==> config.mk <==
export PLATFORM = sky130hd
export DESIGN_NAME = msx_audio_mixer
export DESIGN_NICKNAME = d
export VERILOG_FILES = /design/src/rtl/msx_audio_mixer.sv
export SDC_FILE = /design/constraint.sdc
export NUM_CORES = 1
export LEC_CHECK = 0
export CAP_MARGIN = 20
export CORE_ASPECT_RATIO = 0.75
export CORE_MARGIN = 2
export CORE_UTILIZATION = 50
export CTS_BUF_LIST = sky130_fd_sc_hd__clkbuf_4
export DETAILED_ROUTE_END_ITERATION = 10
export PLACE_DENSITY = 0.76
export SYNTH_ARGS = -nofsm -noshare
export SYNTH_HDL_FRONTEND = slang
export SYNTH_SLANG_ARGS = --single-unit
==> constraint.sdc <==
create_clock -name clk -period 6.7 [get_ports clk]
set_clock_uncertainty 0.15 [all_clocks]
set_input_delay 1.34 -clock clk [delete_from_list [all_inputs] [get_ports clk]]
set_output_delay 1.34 -clock clk [all_outputs]
set_load 0.03 [all_outputs]
==> src/rtl/msx_audio_mixer.sv <==
// -----------------------------------------------------------------------------
// msx_audio_mixer
//
// Time-multiplexed audio mixer. One request on ce_sample mixes every source
// channel through a single shared multiply-accumulate, one channel per clock.
// It then applies master volume, saturates to OUT_W bits, and presents the
// result as a registered sample.
//
// The sequence is IDLE -> ACCUM (CHANNELS clocks) -> MASTER -> SAT -> IDLE.
// A request accepted in cycle t gives audio_valid in cycle t+CHANNELS+3.
//
// Ports
//   clk          system clock
//   reset        synchronous, active-high reset
//   ce_sample    sample request strobe, one clk wide
//   ch_data      channel samples, channel k at [k*IN_W +: IN_W]
//   ch_signed    per channel: 1 = two's complement, 0 = unsigned
//   ch_vol       per-channel volume, unsigned, 8 = unity
//   ch_mute      per channel: 1 = contributes nothing
//   master_vol   master volume, unsigned, 8 = unity
//   audio_out    signed mixed sample, held between updates
//   audio_valid  one-clk pulse when audio_out updates
//   clip         last sample was saturated; held with audio_out
//   busy         mix in progress
//   overrun      one-clk pulse: a request arrived while busy and was dropped
// -----------------------------------------------------------------------------
module msx_audio_mixer #(
  parameter int CHANNELS = 4,
  parameter int IN_W     = 16,
  parameter int VOL_W    = 4,
  parameter int OUT_W    = 16
) (
  input  logic                      clk,
  input  logic                      reset,
  input  logic                      ce_sample,
  input  logic [CHANNELS*IN_W-1:0]  ch_data,
  input  logic [CHANNELS-1:0]       ch_signed,
  input  logic [CHANNELS*VOL_W-1:0] ch_vol,
  input  logic [CHANNELS-1:0]       ch_mute,
  input  logic [VOL_W-1:0]          master_vol,
  output logic [OUT_W-1:0]          audio_out,
  output logic                      audio_valid,
  output logic                      clip,
  output logic                      busy,
  output logic                      overrun
);

  localparam int IDX_W  = (CHANNELS > 1) ? $clog2(CHANNELS) : 1;
  // Product of an (IN_W+1)-bit signed sample and an unsigned VOL_W volume.
  localparam int PROD_W = IN_W + VOL_W + 1;
  // Headroom for CHANNELS full-scale products, so the running sum never wraps.
  localparam int ACC_W  = IN_W + VOL_W + 1 + $clog2(CHANNELS);
  // Master stage: (acc >>> 3) * master_vol, with room to spare.
  localparam int M_W    = ACC_W + VOL_W + 1;

  localparam logic [IDX_W-1:0] LAST_IDX = IDX_W'(CHANNELS - 1);

  typedef enum logic [1:0] {
    S_IDLE   = 2'd0,
    S_ACCUM  = 2'd1,
    S_MASTER = 2'd2,
    S_SAT    = 2'd3
  } state_t;

  // Control and output registers (reset)
  state_t                   state_q, state_d;
  logic [IDX_W-1:0]         idx_q, idx_d;
  logic signed [ACC_W-1:0]  acc_q, acc_d;
  logic signed [M_W-1:0]    m_q, m_d;
  logic [OUT_W-1:0]         audio_out_q, audio_out_d;
  logic                     audio_valid_q, audio_valid_d;
  logic                     clip_q, clip_d;
  logic                     busy_q, busy_d;
  logic                     overrun_q, overrun_d;

  // Input snapshot registers (not reset)
  logic [IN_W-1:0]          snap_data_q [CHANNELS];
  logic [IN_W-1:0]          snap_data_d [CHANNELS];
  logic [VOL_W-1:0]         snap_vol_q  [CHANNELS];
  logic [VOL_W-1:0]         snap_vol_d  [CHANNELS];
  logic [CHANNELS-1:0]      snap_signed_q, snap_signed_d;
  logic [CHANNELS-1:0]      snap_mute_q, snap_mute_d;
  logic [VOL_W-1:0]         snap_mvol_q, snap_mvol_d;

  // Datapath intermediates
  logic                     snap_en;
  logic [IN_W-1:0]          cur_data;
  logic [VOL_W-1:0]         cur_vol;
  logic signed [IN_W:0]     ext;
  logic signed [PROD_W-1:0] ext_p, vol_p, prod;
  logic signed [ACC_W-1:0]  acc_sh;
  logic signed [M_W-1:0]    acc_m, mvol_m;
  logic [M_W-OUT_W:0]       m_top;
  logic                     m_fits;
  logic [OUT_W-1:0]         sat_val;

  // ---------------------------------------------------------------------------
  // Shared MAC datapath: one channel per clock, selected by idx_q.
  // ---------------------------------------------------------------------------
  always_comb begin
    cur_data = snap_data_q[idx_q];
    cur_vol  = snap_vol_q[idx_q];
    ext      = snap_signed_q[idx_q] ? {cur_data[IN_W-1], cur_data}
                                    : {1'b0, cur_data};
    // Both operands are widened to the product width as signed values. The
    // volume is zero-extended, so it is always non-negative.
    ext_p    = PROD_W'(ext);
    vol_p    = PROD_W'(cur_vol);
    prod     = (snap_mute_q[idx_q] || (cur_vol == '0)) ? '0 : ext_p * vol_p;

    // Arithmetic shifts floor toward -infinity, on both sides of the master
    // multiply.
    acc_sh   = acc_q >>> 3;
    acc_m    = M_W'(acc_sh);
    mvol_m   = M_W'(snap_mvol_q);

    // m fits in OUT_W bits iff every bit from the OUT_W-1 position upward
    // equals the sign bit.
    m_top    = m_q[M_W-1:OUT_W-1];
    m_fits   = (m_top == '0) || (m_top == '1);
    if (m_fits) begin
      sat_val = m_q[OUT_W-1:0];
    end else if (m_q[M_W-1]) begin
      sat_val = {1'b1, {(OUT_W-1){1'b0}}};
    end else begin
      sat_val = {1'b0, {(OUT_W-1){1'b1}}};
    end
  end

  // ---------------------------------------------------------------------------
  // Sequencer next-state logic
  // ---------------------------------------------------------------------------
  always_comb begin
    // NOTE: every _d gets a default before the case, so no path leaves one
    // unassigned and no latch is inferred.
    state_d       = state_q;
    idx_d         = idx_q;
    acc_d         = acc_q;
    m_d           = m_q;
    audio_out_d   = audio_out_q;
    clip_d        = clip_q;
    audio_valid_d = 1'b0;
    snap_en       = 1'b0;
    // A request seen while a mix is running is dropped and flagged.
    overrun_d     = ce_sample && (state_q != S_IDLE);

    case (state_q)
      S_IDLE: begin
        if (ce_sample) begin
          snap_en = 1'b1;
          acc_d   = '0;
          idx_d   = '0;
          state_d = S_ACCUM;
        end
      end
      S_ACCUM: begin
        acc_d = acc_q + ACC_W'(prod);
        idx_d = idx_q + 1'b1;
        if (idx_q == LAST_IDX) begin
          state_d = S_MASTER;
        end
      end
      S_MASTER: begin
        m_d     = (acc_m * mvol_m) >>> 3;
        state_d = S_SAT;
      end
      S_SAT: begin
        audio_out_d   = sat_val;
        clip_d        = !m_fits;
        audio_valid_d = 1'b1;
        state_d       = S_IDLE;
      end
      default: state_d = S_IDLE;
    endcase

    // busy is registered from the next state. It is therefore already low in
    // the audio_valid cycle, so a request arriving in that cycle is accepted.
    busy_d = (state_d != S_IDLE);
  end

  always_comb begin
    snap_data_d   = snap_data_q;
    snap_vol_d    = snap_vol_q;
    snap_signed_d = snap_signed_q;
    snap_mute_d   = snap_mute_q;
    snap_mvol_d   = snap_mvol_q;
    if (snap_en) begin
      for (int k = 0; k < CHANNELS; k++) begin
        snap_data_d[k] = ch_data[k*IN_W +: IN_W];
        snap_vol_d[k]  = ch_vol[k*VOL_W +: VOL_W];
      end
      snap_signed_d = ch_signed;
      snap_mute_d   = ch_mute;
      snap_mvol_d   = master_vol;
    end
  end

  // ---------------------------------------------------------------------------
  // State registers
  // ---------------------------------------------------------------------------
  always_ff @(posedge clk) begin
    // NOTE: sequential state uses non-blocking assignments, so every flop
    // samples pre-edge values regardless of statement order.
    if (reset) begin
      state_q       <= S_IDLE;
      idx_q         <= '0;
      acc_q         <= '0;
      m_q           <= '0;
      audio_out_q   <= '0;
      audio_valid_q <= 1'b0;
      clip_q        <= 1'b0;
      busy_q        <= 1'b0;
      overrun_q     <= 1'b0;
    end else begin
      state_q       <= state_d;
      idx_q         <= idx_d;
      acc_q         <= acc_d;
      m_q           <= m_d;
      audio_out_q   <= audio_out_d;
      audio_valid_q <= audio_valid_d;
      clip_q        <= clip_d;
      busy_q        <= busy_d;
      overrun_q     <= overrun_d;
    end
  end

  // NOTE: the snapshot registers carry no reset. They are always loaded on
  // acceptance before they are read, so a reset would only cost routing.
  always_ff @(posedge clk) begin
    snap_data_q   <= snap_data_d;
    snap_vol_q    <= snap_vol_d;
    snap_signed_q <= snap_signed_d;
    snap_mute_q   <= snap_mute_d;
    snap_mvol_q   <= snap_mvol_d;
  end

  assign audio_out   = audio_out_q;
  assign audio_valid = audio_valid_q;
  assign clip        = clip_q;
  assign busy        = busy_q;
  assign overrun     = overrun_q;

endmodule

* Yosys cells after proc, flatten, opt, wreduce, memory -nomap -nowiden *
Index checks and enable logic that the tools add are counted.

storage, ports and cells
  flip-flop bits (word level) = 161
  output and inout port bits = 20
  word-level logic and storage cells = 68

operators by class
  add/sub/neg operators = 2
  multiply operators = 2
  $lt $le $gt $ge = 2
  eq/ne operators = 6
  mux-type cells = 24
  bitwise gates (word level) = 1
  reductions and logical operators = 11

operators by type and width
  cell                  number
  $mux 16               4
  $pmux 23 s2           1
  $bmux 16 s2           1
  $mul 20x5->25         1
  $add 23x21->23        1
  $mux 23               1
  $mul 21x4->21         1
  $mux 21               1
  $mux 17               1
  $eq 13x13->1 const B  1
  $logic_not 13->1      1
  $bmux 4 s2            1
  $mux 4                2
  $pmux 2 s4            1
  $eq 2x2->1 const B    3
  $mux 2                3
  $reduce_bool 2->1     3
  $mux 1                5
  $bmux 1 s2            2
  $logic_not 4->1       1
  $pmux 2 s2            1
  $ge 3x3->1 const B    1
  $lt 2x3->1 const B    1
  $not 2->3             1
  other kinds (8)       9

* Logic depth before layout (Yosys ltp) *
  depth after elaboration = 9
  gate-level depth with buffers = 28
  depth with buffers taken out = 25

* Least setup slack after synthesis *
OpenSTA, ideal clock, no wires.

  path type = reg-to-reg
  start = register idx_q[0]
  end = register acc_q[22]
  arrival time = 6.436 ns
  data required time = 6.488 ns
  slack = 0.052 ns
  cell stages (with the launch flop) = 29
  buffers on the path = 3
  clock period less this slack = 6.648 ns
  cell sequence = dfxtp_1 -> buf_6 -> buf_6 -> buf_1 -> mux4_2 -> and2_1 -> fa_1 -> inv_1 -> fa_1 -> inv_1 -> ha_1 -> a21oi_1 -> nand2b_1 -> a2111oi_0 -> o31ai_1 -> a21o_1 -> a21oi_1 -> xor2_1 -> nor2_1 -> ha_1 -> a21oi_1 -> o21ai_1 -> a21oi_1 -> nor2b_1 -> a311oi_1 -> a211oi_1 -> nand4_1 -> mux2_4 -> nand3_1

on the way
  cells in the longest elaborated chain, start to end = 9

ends and longest elaborated chain
  what                                                                  RTL line  text
  start: declaration                                                    67        logic [IDX_W-1:0] idx_q, idx_d;
  start signal: assignment                                              216       idx_q <= idx_d;
  $not 2->3 (not written as such)                                       101, 102
  $bmux 16 s2 or $bmux 4 s2 (tied branches)                             101, 102
  $mux 16 (not written as such) or $mux 4 (tied branches) (2 in a row)  101, 102
  $mux 17 or $logic_not 4->1 (tied branches)                            103, 109
  $mul 21x4->21 or $logic_or 1x1->1 (tied branches)                     109       prod = (snap_mute_q[idx_q] || (cur_vol == '0)) ? '0 : ext_p * vol_p;
  $mux 21 *                                                             109
  $add 23x21->23 *                                                      157       acc_d = acc_q + ACC_W'(prod);
  $pmux 23 s2 *                                                         147       case (state_q)
  end signal: assignment                                                207       acc_q <= '0;
  end signal: assignment                                                217       acc_q <= acc_d;
  end: declaration                                                      68        logic signed [ACC_W-1:0] acc_q, acc_d;

Mark *: on every way between the ends. The rest lies on a longest branch, timed or not. The select of a mux whose other input is x is not followed.
A chain may end at the register's enable or synchronous reset.

* Worst setup path after layout *
Same ends and word-level chain as after synthesis.

==> reports/metrics.yaml <==
fin_crit_sh: 0.953
slew-limit-headroom: 0.274
die_x_um: 183
vias: 9115
synth_top_family_by_area: "adder cells"
arrival_ns: 6.75
dr_wl_met3_um: 1340
switchingPower_uw: 1320
synthArstFlopShare: 0
p_int_uw: 2090
worstSetupPathType: "reg -> reg"
synth_warnings: 0
status: "finished, final reports clean"
wirelength_met1_um: 12200
met2_length_um: 12000
max_freq_mhz: 157
die_height_um: 138
p_clk_frac: 0.197
routed.top_layer: "met4"
leakage_uw: 0.00610
finalSetupTns_ns: 0
vdd_drop_max_uv: 141
place_congestion: 0.859
synth-main-ff-cell: "edfxtp_1"
synth_cell_type_count: 65
htree_levels: 4
max-cap-violations: 0
drt_iter0_drc: 599
power_frac_seq: 0.342
wirelength_um: 25800
start_util: 0.504
cts_buffer_depth: 2
syn_area_per_cell_sq_um: 9.75
design_area_sq_um: 13900
combPwrFrac: 0.461
clkTransAtPathRegs_ns: 0.15
dr.pass1.iters: 5
final_net_count: 1602
worstMarginPinSlew_ns: 1.09
io_pins: 115
regToRegStartpoint: "idx_q[0]$_SDFFE_PP0P_"
area_growth_pct: 16.1
min_to: "audio_out[15]$_SDFFE_PP0P_"
synth_edf_count: 92
synthAdderAreaFrac: 0.222
finalHoldViolations: 0
coreArea_sq_um: 23800
grt_pass1_wl_um: 43500
grt_max_degree: 55
die_area_sq_um: 25300
antenna_found_initial: 1
r2r-end: "acc_q[22]$_SDFFE_PP0P_"
grt.total_usage: 0.211
overflow: 0
finalPower_uw: 3410
ys_ff_latch: 161
ys_seq_area_frac: 0.345
hold_depth: 2
synth_compound_area_frac: 0.135
cp-end-kind: "register"
syn_area_sq_um: 12000
synth.mux.area_fraction: 0.0446
drc: 0
dpl_cell_area_sq_um: 13500
synth_fp_nets: 1493
p_sw_frac: 0.388
viasPerCell: 5.49
cts_made_buffers: 17
insertion_delay_ns: 0.57
cts_tree: "yes"
numClockSinks: 161
hp-start: "audio_out[15]$_SDFFE_PP0P_"
setup_viol: 0
critPathMaxFanout: 17
critPathLaunchType: "register"
fillers: 1997
powerDensity_nw_per_um2: 245
antenna_left: 0
critPathRequiredTime_ns: 7.06
rows: 49
dp.final_hpwl_um: 19100
hold_class: "reg -> reg"
final_max_slew_viol_count: 0
portBuffers: 114
rrSetupSlack_ns: 0.31
drive_gt1_frac: 0.0717
wl_per_cell_um: 15.5
post-route-min-period_ns: 6.39
grt_pass1_vias: 8965
synth-simple-area-share: 0.152
clockRootBuffer: "clkbuf_4"
cts_hold_buffers: 0
synth_xor_area_frac: 0.0343
synthCells: 1231
r2r_cells: 26
## kinds of logic (layout without fill, tap and decap cells)
logic type               count (synthesis)  after routing
flip-flops                             161            161
AND/OR/NAND/NOR                        364            364
other                                    0              1
adder cells (fa/ha/maj)                167            167
AO/OA/AOI/OAI                          260            260
XOR/XNOR                                47             47
multiplexers                            25             26
buffers and inverters                  207            328
## critical path: stages (launching register included)
cell      delay, ns
dfxtp_4        0.41
buf_12         0.18
buf_4          0.16
mux4_2         0.56
and2_1         0.20
fa_1           0.50
inv_1          0.06
fa_1           0.53
inv_1          0.04
ha_1           0.22
or4_1          0.53
o22a_2         0.23
a31oi_2        0.24
o21bai_1       0.09
a21oi_1        0.17
xor2_1         0.16
nor2_1         0.05
ha_1           0.35
nand2_1        0.09
o21ai_2        0.17
a21oi_1        0.09
nor2b_1        0.18
a311oi_2       0.08
a211oi_2       0.37
nand4_1        0.14
mux2_4         0.30
nand3_1        0.06
## cell usage after synthesis (all sizes together) (7+ instances only)
cell type | n | area share
nand2 | 104 | 0.033
nor3 | 9 | 0.0038
a211oi | 12 | 0.0075
xnor2 | 31 | 0.023
buf | 8 | 0.0039
edfxtp | 92 | 0.23
nor2 | 68 | 0.021
mux4 | 22 | 0.041
nor2b | 10 | 0.0052
ha | 90 | 0.094
a21o | 28 | 0.018
inv | 162 | 0.051
xor2 | 16 | 0.012
a31oi | 7 | 0.0036
o21bai | 7 | 0.0044
and2 | 105 | 0.055
o21a | 10 | 0.0063
dfxtp | 69 | 0.12
nand2b | 8 | 0.0042
nand4 | 8 | 0.0042
o21ai | 45 | 0.019
a22oi | 7 | 0.0044
a21oi | 111 | 0.047
clkbuf | 37 | 0.012
nand3 | 27 | 0.011
fa | 77 | 0.13
## timing repair
action                                  4_1_cts  5_1_grt
setup buffers                                 0        3
endpoints found under the setup margin        0        6
gates resized for setup                       0       13
## registers in the layout, summed over array words and instances, names as in the netlist, 4 cells and up
register and cells:
snap_vol_q 16, snap_signed_q 4, snap_mvol_q 4, snap_data_q 64
snap_mute_q 4, m_q 22, acc_q 23, audio_out 16
## through the flow
stage | utilization | setup WS, ns | hold slack, ns | instances
after floorplan | - | 0.0519 | 0.282 | 1231
after global placement | 0.566 | 0.118 | 0.294 | 1620
after detailed placement | 0.566 | 0.0853 | 0.299 | 1620
after CTS | 0.580 | 0.0108 | 0.318 | 1652
after global routing | 0.586 | -0.0547 | 0.341 | 1660
final | 0.586 | 0.313 | 0.314 | 1660
## area by class of cell
cell class / count / area [sq um] / share of cell area
tap: 306 / 383 / 0.0275
antenna: 1 / 2.50 / 0.000180
timing repair buffer: 134 / 1320 / 0.0944
clock inverter: 15 / 194 / 0.0139
inverter: 162 / 609 / 0.0437
multi-input combinational: 864 / 7150 / 0.513
sequential: 161 / 4150 / 0.298
clock buffer: 17 / 128 / 0.00916
## per-layer routing
metal	GRT usage	vias to the layer above
met1	0.299	4468
met5	0	-
li1	-	4422
met4	0.0379	0
met3	0.0374	15
met2	0.345	210
## how the worst max path moves through the flow
stage / from / endpoint / slack [ns] / cells past startpoint
after floorplan: idx_q[0]$_SDFFE_PP0P_ / acc_q[22]$_SDFFE_PP0P_ / 0.05 / 28
after global placement: idx_q[0]$_SDFFE_PP0P_ / acc_q[22]$_SDFFE_PP0P_ / 0.12 / 27
after detailed placement: idx_q[0]$_SDFFE_PP0P_ / acc_q[22]$_SDFFE_PP0P_ / 0.09 / 27
after CTS: idx_q[0]$_SDFFE_PP0P_ / acc_q[22]$_SDFFE_PP0P_ / 0.01 / 27
after global routing: idx_q[0]$_SDFFE_PP0P_ / acc_q[22]$_SDFFE_PP0P_ / -0.05 / 26
final: idx_q[0]$_SDFFE_PP0P_ / acc_q[22]$_SDFFE_PP0P_ / 0.31 / 26
## power groups by stage
stage | Sequential (uW) | Clock, uW | Combinational, uW
floorplan | 1170 | 0 | 1200
global placement | 1190 | 0 | 1470
detailed placement | 1190 | 0 | 1510
CTS | 1170 | 684 | 1520
global route | 1180 | 723 | 1790
finish | 1170 | 672 | 1570
## placed cells by master, fill, tap and decap left out, types with 31 or more instances in the layout
cell type        count
ha_1                89
nand2_1            103
clkdlybuf4s50_1    113
nor2_1              68
dfxtp_1             68
fa_1                77
and2_1             104
a21oi_1            107
inv_1              161
xnor2_1             31
edfxtp_1            92
(Power assumes the default switching activity.)
